<file path="src/rtl/tinydfu_boot_pkg.sv">
// rtl/tinydfu_boot_pkg.sv - shared types and constants for the TinyDFU boot sequencer
package tinydfu_boot_pkg;

  typedef enum logic [2:0] {
    POR    = 3'd0,
    WAIT   = 3'd1,
    ACTIVE = 3'd2,
    DETACH = 3'd3,
    BOOT   = 3'd4
  } boot_state_e;

  localparam logic [7:0] DFU_STATE_IDLE       = 8'h02;
  localparam logic [7:0] DFU_STATE_ACTIVE_MIN = 8'h03;

  localparam logic [2:0] CYLON_LEFT  = 3'b001;
  localparam logic [2:0] CYLON_MID   = 3'b010;
  localparam logic [2:0] CYLON_RIGHT = 3'b100;

  // The sweep bounces, so step 3 revisits the middle LED.
  function automatic logic [2:0] cylon_pattern(input logic [1:0] step);
    case (step)
      2'd0:    cylon_pattern = CYLON_LEFT;
      2'd1:    cylon_pattern = CYLON_MID;
      2'd2:    cylon_pattern = CYLON_RIGHT;
      default: cylon_pattern = CYLON_MID;
    endcase
  endfunction

endpackage

</file>
<file path="src/rtl/dfu_boot_ctrl_led_pattern.sv">
// rtl/dfu_boot_ctrl_led_pattern.sv - status LED generator: idle blink or cylon sweep
module dfu_led_pattern
  import tinydfu_boot_pkg::*;
#(
  parameter int BLINK_BIT = 21,
  parameter int CYLON_BIT = 20
) (
  input  logic       clk,
  input  logic       resetn,
  input  logic       idle,
  input  logic       blank,
  output logic [2:0] led_n
);

  logic [31:0] cnt_q, cnt_d;
  logic        cyl_prev_q, cyl_prev_d;
  logic [1:0]  step_q, step_d;
  logic [2:0]  led_n_q, led_n_d;

  always_comb begin
    cnt_d      = cnt_q + 32'd1;
    cyl_prev_d = cnt_q[CYLON_BIT];
    step_d     = step_q;
    // Edge detect on a counter bit; the bit itself never clocks anything.
    if (cnt_q[CYLON_BIT] && !cyl_prev_q) begin
      step_d = step_q + 2'd1;
    end
    if (blank) begin
      led_n_d = 3'b111;
    end else if (idle) begin
      led_n_d = ~{2'b00, cnt_q[BLINK_BIT]};
    end else begin
      led_n_d = ~cylon_pattern(step_q);
    end
  end

  always_ff @(posedge clk or negedge resetn) begin
    if (!resetn) begin
      cnt_q      <= 32'd0;
      cyl_prev_q <= 1'b0;
      step_q     <= 2'd0;
      led_n_q    <= 3'b111;
    end else begin
      cnt_q      <= cnt_d;
      cyl_prev_q <= cyl_prev_d;
      step_q     <= step_d;
      led_n_q    <= led_n_d;
    end
  end

  assign led_n = led_n_q;

endmodule

</file>
<file path="src/rtl/dfu_boot_ctrl.sv">
// rtl/dfu_boot_ctrl.sv - boot/reset sequencer downstream of the USB DFU core
// Optional BOOT_BUTTON_EN adds boot_btn_n to hold the board in DFU mode.
module dfu_boot_ctrl
  import tinydfu_boot_pkg::*;
#(
  parameter int CLK_HZ      = 12000000,
  parameter int POR_CYCLES  = 65535,
  parameter int AUTOBOOT_MS = 5000,
  parameter int DETACH_MS   = 10,
  parameter int BLINK_BIT   = 21,
  parameter int CYLON_BIT   = 20
) (
  input  logic       clk,
  input  logic       resetn,
  input  logic [7:0] dfu_state,
  input  logic       dfu_detach,
`ifdef BOOT_BUTTON_EN
  input  logic       boot_btn_n,
`endif
  output logic       core_reset,
  output logic       usb_pull_en,
  output logic       boot_now,
  output logic       autoboot_active,
  output logic [2:0] led_n
);

  localparam int AB_CYC = CLK_HZ / 1000 * AUTOBOOT_MS;
  localparam int DT_CYC = CLK_HZ / 1000 * DETACH_MS;
  localparam int POR_W  = $clog2(POR_CYCLES + 1);
  localparam int AB_W   = (AB_CYC > 0) ? $clog2(AB_CYC + 1) : 1;
  localparam int DT_W   = $clog2(DT_CYC + 1);

  boot_state_e     state_q, state_d;
  logic [POR_W-1:0] por_cnt_q, por_cnt_d;
  logic [AB_W-1:0]  ab_cnt_q, ab_cnt_d;
  logic [DT_W-1:0]  dt_cnt_q, dt_cnt_d;
  logic core_reset_q, core_reset_d;
  logic usb_pull_en_q, usb_pull_en_d;
  logic boot_now_q, boot_now_d;
  logic autoboot_active_q, autoboot_active_d;
  logic btn_hold;

`ifdef BOOT_BUTTON_EN
  logic btn_meta_q, btn_sync_q;

  always_ff @(posedge clk or negedge resetn) begin
    if (!resetn) begin
      btn_meta_q <= 1'b1;
      btn_sync_q <= 1'b1;
    end else begin
      btn_meta_q <= boot_btn_n;
      btn_sync_q <= btn_meta_q;
    end
  end

  assign btn_hold = ~btn_sync_q;
`else
  assign btn_hold = 1'b0;
`endif

  always_comb begin
    state_d           = state_q;
    por_cnt_d         = por_cnt_q;
    ab_cnt_d          = ab_cnt_q;
    dt_cnt_d          = dt_cnt_q;
    core_reset_d      = core_reset_q;
    usb_pull_en_d     = usb_pull_en_q;
    boot_now_d        = boot_now_q;
    autoboot_active_d = autoboot_active_q;

    case (state_q)
      POR: begin
        core_reset_d  = 1'b1;
        usb_pull_en_d = 1'b0;
        if (por_cnt_q == POR_W'(POR_CYCLES - 1)) begin
          por_cnt_d     = POR_W'(POR_CYCLES);
          core_reset_d  = 1'b0;
          usb_pull_en_d = 1'b1;
          ab_cnt_d      = AB_W'(AB_CYC);
          if (AUTOBOOT_MS == 0 || btn_hold) begin
            state_d = ACTIVE;
          end else begin
            state_d           = WAIT;
            autoboot_active_d = 1'b1;
          end
        end else begin
          por_cnt_d = por_cnt_q + 1'b1;
        end
      end
      WAIT: begin
        if (ab_cnt_q != '0) begin
          ab_cnt_d = ab_cnt_q - 1'b1;
        end
        // Timeout beats a simultaneous detach: the host gets no grace period.
        if (ab_cnt_q == '0) begin
          state_d           = BOOT;
          boot_now_d        = 1'b1;
          usb_pull_en_d     = 1'b0;
          autoboot_active_d = 1'b0;
        end else if (dfu_detach) begin
          state_d           = DETACH;
          dt_cnt_d          = DT_W'(DT_CYC);
          autoboot_active_d = 1'b0;
        end else if (dfu_state >= DFU_STATE_ACTIVE_MIN || btn_hold) begin
          state_d           = ACTIVE;
          autoboot_active_d = 1'b0;
        end
      end
      ACTIVE: begin
        if (dfu_detach) begin
          state_d  = DETACH;
          dt_cnt_d = DT_W'(DT_CYC);
        end
      end
      DETACH: begin
        if (dt_cnt_q == '0) begin
          state_d       = BOOT;
          boot_now_d    = 1'b1;
          usb_pull_en_d = 1'b0;
        end else begin
          dt_cnt_d = dt_cnt_q - 1'b1;
        end
      end
      BOOT: begin
        boot_now_d    = 1'b1;
        usb_pull_en_d = 1'b0;
        core_reset_d  = 1'b0;
      end
      default: state_d = POR;
    endcase
  end

  always_ff @(posedge clk or negedge resetn) begin
    if (!resetn) begin
      state_q           <= POR;
      por_cnt_q         <= '0;
      ab_cnt_q          <= '0;
      dt_cnt_q          <= '0;
      core_reset_q      <= 1'b1;
      usb_pull_en_q     <= 1'b0;
      boot_now_q        <= 1'b0;
      autoboot_active_q <= 1'b0;
    end else begin
      state_q           <= state_d;
      por_cnt_q         <= por_cnt_d;
      ab_cnt_q          <= ab_cnt_d;
      dt_cnt_q          <= dt_cnt_d;
      core_reset_q      <= core_reset_d;
      usb_pull_en_q     <= usb_pull_en_d;
      boot_now_q        <= boot_now_d;
      autoboot_active_q <= autoboot_active_d;
    end
  end

  // Blank on the next state so the LEDs change on the same edge as the FSM.
  dfu_led_pattern #(
    .BLINK_BIT (BLINK_BIT),
    .CYLON_BIT (CYLON_BIT)
  ) u_led (
    .clk    (clk),
    .resetn (resetn),
    .idle   (dfu_state == DFU_STATE_IDLE),
    .blank  (state_d == POR || state_d == BOOT),
    .led_n  (led_n)
  );

  assign core_reset      = core_reset_q;
  assign usb_pull_en     = usb_pull_en_q;
  assign boot_now        = boot_now_q;
  assign autoboot_active = autoboot_active_q;

endmodule

</file>
<file path="config.mk">
export PLATFORM = sky130hd
export DESIGN_NAME = dfu_boot_ctrl
export DESIGN_NICKNAME = d
export VERILOG_FILES = /design/src/rtl/tinydfu_boot_pkg.sv /design/src/rtl/dfu_boot_ctrl_led_pattern.sv /design/src/rtl/dfu_boot_ctrl.sv
export SDC_FILE = /design/constraint.sdc
export NUM_CORES = 1
export LEC_CHECK = 0
export CORE_AREA = 3 3 142 144
export CTS_CLUSTER_DIAMETER = 100
export DETAILED_ROUTE_END_ITERATION = 12
export DIE_AREA = 0 0 145 147
export GPL_ROUTABILITY_DRIVEN = 0
export PLACE_DENSITY = 0.37
export SYNTH_ARGS = -nofsm -noshare
export SYNTH_HDL_FRONTEND = slang
export SYNTH_HIERARCHICAL = 1
export SYNTH_SLANG_ARGS = --single-unit
export TNS_END_PERCENT = 30
</file>
<file path="constraint.sdc">
create_clock -name clk -period 3.15 [get_ports clk]
set_input_delay 0.945 -clock clk [delete_from_list [all_inputs] [get_ports clk]]
set_output_delay 0.945 -clock clk [all_outputs]
set_load 0.03 [all_outputs]
</file>
Yosys cells after proc, flatten, opt, wreduce, memory -nomap -nowiden:

Index checks and enable logic that the tools add are counted.

* memories: 0
* latch bits: 0
* word-level logic and storage cells: 88
* input bits: 11
* bits in read-only memories: 0
* output and inout bits: 7
* register bits after elaboration: 104
* memory bits (writable): 0

* magnitude comparators: 1
* bitwise operators: 2
* shift-type cells: 0
* reductions and logical operators: 19
* add/subtract/negate cells: 5
* equal/unequal tests: 15
* muxes and demuxes: 34
* multipliers: 0
* divide/modulo/power cells: 0

Operators by type and width (number)
* $mux W26: 2
* $pmux W26 S2: 1
* $mux W17: 3
* $pmux W17 S3: 1
* $add A32 B1 Y32 const B: 1
* $mux W3: 10
* $logic_not A26 Y1: 1
* $reduce_bool A26 Y1: 1
* $sub A26 B1 Y26 const B: 1
* $logic_not A17 Y1: 1
* $sub A17 B1 Y17 const B: 1
* $add A16 B1 Y16 const B: 1
* $eq A16 B16 Y1 const B: 1
* $mux W16: 1
* $pmux W3 S5: 1
* $reduce_and A3 Y1: 5
* $ne A2 B2 Y1 const B: 6
* $mux W1: 10
* $eq A8 B2 Y1 const B: 1
* $ge A8 B2 Y1 const B: 1
* $eq A3 B2 Y1 const B: 2
* $eq A3 B3 Y1 const B: 2
* $logic_not A3 Y1: 2
* $pmux W3 S2: 1
* other kinds (16): 19

Logic depth before layout (Yosys ltp):

* depth after elaboration: 11
* depth in mapped cells: 10

Hierarchy:

Netlist, hierarchy kept.

By module, submodules not included
* dfu_boot_ctrl: area each 3532.1 µm², instances 1, cells an instance 367
* dfu_led_pattern: area each 1191.1 µm², instances 1, cells an instance 102

Worst setup path after synthesis:

OpenSTA, ideal clock, no wires.

* path type: register to register
* start: reg ab_cnt_q[0]
* end: reg u_led.led_n_q[2], in the netlist u_led/led_n[2]
* setup slack: 0.811 ns
* required time: 3.089 ns
* clock period less this slack: 2.339 ns
* arrival: 2.278 ns
* library setup time: 0.061 ns
* cell stages (with the launch flop): 11
* path through: dfrtp_1 inv_1 ha_1 or4b_4 nor4_4 a21oi_4 o21ai_4 nand4_4 nor2_2 nor2_1 nand2_1

* cells in the longest elaborated chain, start to end: 6
* elaborated cells on any way between the ends: 7
* classes of those cells: 1 x eq/ne; 3 x mux; 3 x reduce/logical

Ends and longest elaborated chain
* start: declaration: line dfu_boot_ctrl.sv:35 `logic [AB_W-1:0] ab_cnt_q, ab_cnt_d;`
* start signal: assignment: line dfu_boot_ctrl.sv:146 `ab_cnt_q <= ab_cnt_d;`
* $logic_not A26 Y1 (*): line dfu_boot_ctrl.sv:95 `if (ab_cnt_q == '0) begin`
* $mux W3 (*): line dfu_boot_ctrl.sv:95
* $pmux W3 S5 (*): line dfu_boot_ctrl.sv:71 `case (state_q)`
* net state_d[0]: line dfu_boot_ctrl.sv:33 `boot_state_e state_q, state_d;`
* $eq A3 B3 Y1 or $logic_not A3 Y1 (tied branches): line dfu_boot_ctrl.sv:163 `.blank (state_d == POR || state_d == BOOT),`
* $logic_or A1 B1 Y1 (*): line dfu_boot_ctrl.sv:163
* $mux W3 (*): line dfu_boot_ctrl_led_pattern.sv:28 `if (blank) begin`
* net u_led.led_n_d[2]: line dfu_boot_ctrl_led_pattern.sv:18 `logic [2:0] led_n_q, led_n_d;`
* end signal: assignment: line dfu_boot_ctrl_led_pattern.sv:47 `led_n_q <= led_n_d;`
* end: declaration: line dfu_boot_ctrl_led_pattern.sv:18

Mark *: on every way through the listed nets, which the timed path passes. The rest lies on a longest branch.
A chain may end at the register's enable or synchronous reset.

Final worst setup path:

* start: reg core_reset_q, in the netlist core_reset
* end: out core_reset

RTL lines
* start: declaration: line dfu_boot_ctrl.sv:37 `logic core_reset_q, core_reset_d;`
* start signal: assignment: line dfu_boot_ctrl.sv:148 `core_reset_q <= core_reset_d;`
* end: declaration: line dfu_boot_ctrl.sv:20 `output logic core_reset,`

No word-level cell between the ends.

==> metrics.md <==
| Metric | Value |
|---|---|
| Status | complete, no violations |
| Reg2Reg Depth | 6 |
| Worst R2R Start | state_q[1]$_DFF_PN0_ |
| Core footprint | 18,800 sq um |
| CTS resizes | 0 |
| LEAKAGE | 2.29 nW |
| Peak VDD IR | 0.251 mV |
| Post-synth EDFFs | 0 |
| Initial DRC Count | 161 |
| Worst hold path type | reg2reg |
| Ys Warns | 6 |
| Critical path endpoint | core_reset |
| Worst setup path class | reg2out |
| First drt pass iteration count | 4 |
| Cells after synthesis | 469 |
| RSZ-0062 raised after global routing | false |
| Share of synthesized registers carrying an async set or reset | 100% |
| Synthesized flop and latch total | 94 |
| Hold Buf Count CTS | 0 |
| Final period util | 79.6% |
| Final hold viol count | 0 |
| Netlist cell types | 59 |
| Routed WL per cell | 13.7 microns |
| Cell Chain, Critical Path | clkdlybuf4s50_1 |
| Worst Setup Start Kind | flop |
| Vias | 3,456 |
| TNS Setup | 0 ns |
| Reg-to-reg endpoint | ab_cnt_q[17]$_DFFE_PN0P_ |
| Most used DFF post-synth | dfrtp_1 |
| Top-count cell post-synth | dfrtp_1 |
| Reg2Reg Setup Slack | 0.68 ns |
| Gr ovfl total | 0 |
| Crit-path leading delay family | buffers and inverters |
| Vias in the first global route | 3,604 |
| Clock root buffer | clkbuf_16 |
| Final hold slack | 0.445 ns |
| Synth area leader | dfrtp_1 |
| Layout area overhead | 17.6% |
| Die width | 145 microns |
| Routed Antenna Nets | 0 |
| CTS Buffer Depth | 2 |
| Overall Global Routing Usage | 10.5% |
| Die ar. | 21,300 sq um |
| Mapped Avg Cell Area | 10.1 sq um |
| Clk_skew | 0.00995 ns |
| First-pass GRT wire length | 18,500 microns |
| IO Pins | 18 |
| Setup-failing EPs final | 0 |
| Power per cell area | 432 nW/um^2 |
| Worst-Margin Slew | 0.686 ns |
| Share of cells above drive strength 1 | 10.4% |
| Worst path depth | 1 |
| PortBufs | 17 |
| Worst path slowest cell | clkdlybuf4s50_1 |
| Arrival @ worst endpoint | 1.56 ns |
| CTS Buf Count | 9 |
| Final Non-Filler Cells | 760 |
| Rel. slew slack | 54.3% |
| Post-synth top cells | dfrtp_1, nand2_1, nor2_1 |
| Post-Synthesis Cell Area | 4720 sq um |
| Initial Util | 25.1% |
| Vias per inst | 4.55 |
| Total setup buffers inserted after CTS | 0 |
| Clk_lat worst skew | 0.36 ns |
| H-tree levels | 3 |
| CP required | 2.20 ns |
| TritonCTS Sinks | 94 |
| Synth area leaders | dfrtp_1, xnor2_1, xor2_1, nand3_1, nand2_1 |
| TritonCTS clock tree | yes |
| Total power | 2.40 mW |
| CP endpoint kind | output pin |
| # placed instances | 744 |
| Pin count of the biggest net entering global routing | 55 |
| Max Cap Viol | 0 |
| Post-synth top area share | 47.7% |
| Fmax | 399 MHz |
| Drt total wl | 10,400 microns |
| Final min period | 2.51 ns |
| Nets | 514 |
| Initial antenna violation count | 0 |
| FP Rows | 50 |
| ANT cells | 0 |
| Worst setup path start | core_reset$_DFFE_PN1P_ |
| Fin util | 29.5% |
| Clk slew on worst S/H paths | 0.07 ns |
| Post-Syn Nets | 488 |
| Cell depth of the worst hold path | 0 |
| DP HPWL | 7220 microns |
| Max Fanout on Critical Path | 2 |
| Register area share after synthesis | 49.9% |
| # DRC | 0 |
| Worst path max stage delay | 0.67 ns |
| Worst path bufs/invs | 1 |
| Max-slew violation count | 0 |
| Die Height | 147 microns |
## layout make-up
cell class | count | area, sq um
Clock inverter | 6 | 68.8
Inverter | 9 | 33.8
Fill cell | 1965 | 13300
Tap cell | 260 | 325
Timing Repair Buffer | 25 | 240
Multi-Input combinational cell | 356 | 2290
Clock buffer | 10 | 239
Sequential cell | 94 | 2360
## through the flow
stage	cell area, sq um	worst slack [ns]
final	5560	0.642
after detailed placement	5250	0.295
after floorplan	4720	0.811
after global placement	5250	0.328
after CTS	5560	0.612
after global routing	5560	0.427
## power breakdown
part / internal [mW] / switching, mW / total [mW]
logic: 0.0139 / 0.0279 / 0.0418
clock network: 0.643 / 0.508 / 1.15
registers: 1.21 / 0.0000192 / 1.21
## state kept, by name, summed over array words and instances (netlist names), 2 cells and up
| register | cells |
|---|---|
| ab_cnt_q | 26 |
| dt_cnt_q | 17 |
| por_cnt_q | 16 |
| state_q | 3 |
| u_led/cnt_q | 22 |
| u_led/led_n | 3 |
| u_led/step_q | 2 |
## how the worst min path moves through the flow
stage	from	end
2_1_floorplan	u_led/cnt_q[20]$_DFF_PN0_	u_led/cyl_prev_q$_DFF_PN0_
3_3_place_gp	u_led/cnt_q[20]$_DFF_PN0_	u_led/cyl_prev_q$_DFF_PN0_
3_5_place_dp	u_led/cnt_q[20]$_DFF_PN0_	u_led/cyl_prev_q$_DFF_PN0_
4_1_cts	u_led/cnt_q[20]$_DFF_PN0_	u_led/cyl_prev_q$_DFF_PN0_
5_1_grt	u_led/cnt_q[16]$_DFF_PN0_	u_led/cnt_q[16]$_DFF_PN0_
6_report	u_led/cnt_q[20]$_DFF_PN0_	u_led/cyl_prev_q$_DFF_PN0_
## per-layer routing
| metal | part of all wire (%) | global-route usage [%] | vias up |
|---|---|---|---|
| li1 | - | - | 1720 |
| met1 | 49 | 14.1 | 1693 |
| met2 | 46 | 16.5 | 30 |
| met3 | 3.2 | 3.12 | 13 |
| met4 | 1.6 | 3.33 | 0 |
| met5 | 0 | 0 | - |
## cell usage in the layout (no fill, tap or decap), drive strengths merged, types with 13 or more instances in the layout
master | Yosys | final
xor2 | 23 | 23
nand2 | 46 | 46
o21ai | 22 | 22
nor2 | 46 | 46
nand3 | 39 | 39
clkdlybuf4s50 | 0 | 16
or3 | 14 | 14
dfrtp | 90 | 90
xnor2 | 28 | 28
a21oi | 16 | 16
nand4 | 13 | 13
nor3 | 13 | 13
## logic make-up (layout without fill, tap and decap cells)
logic type	after synthesis	in the layout	synth area share, %
AOI/OAI and AO/OA	56	56	7.79
xor gates and xnor gates	51	51	9.46
adders and majority gates	9	9	2.33
muxes	2	2	0.450
DFF	94	94	49.9
and+or+nand+nor	238	238	28.5
buffers and inverters	19	50	1.56
Power figures use the tool's default switching activity.
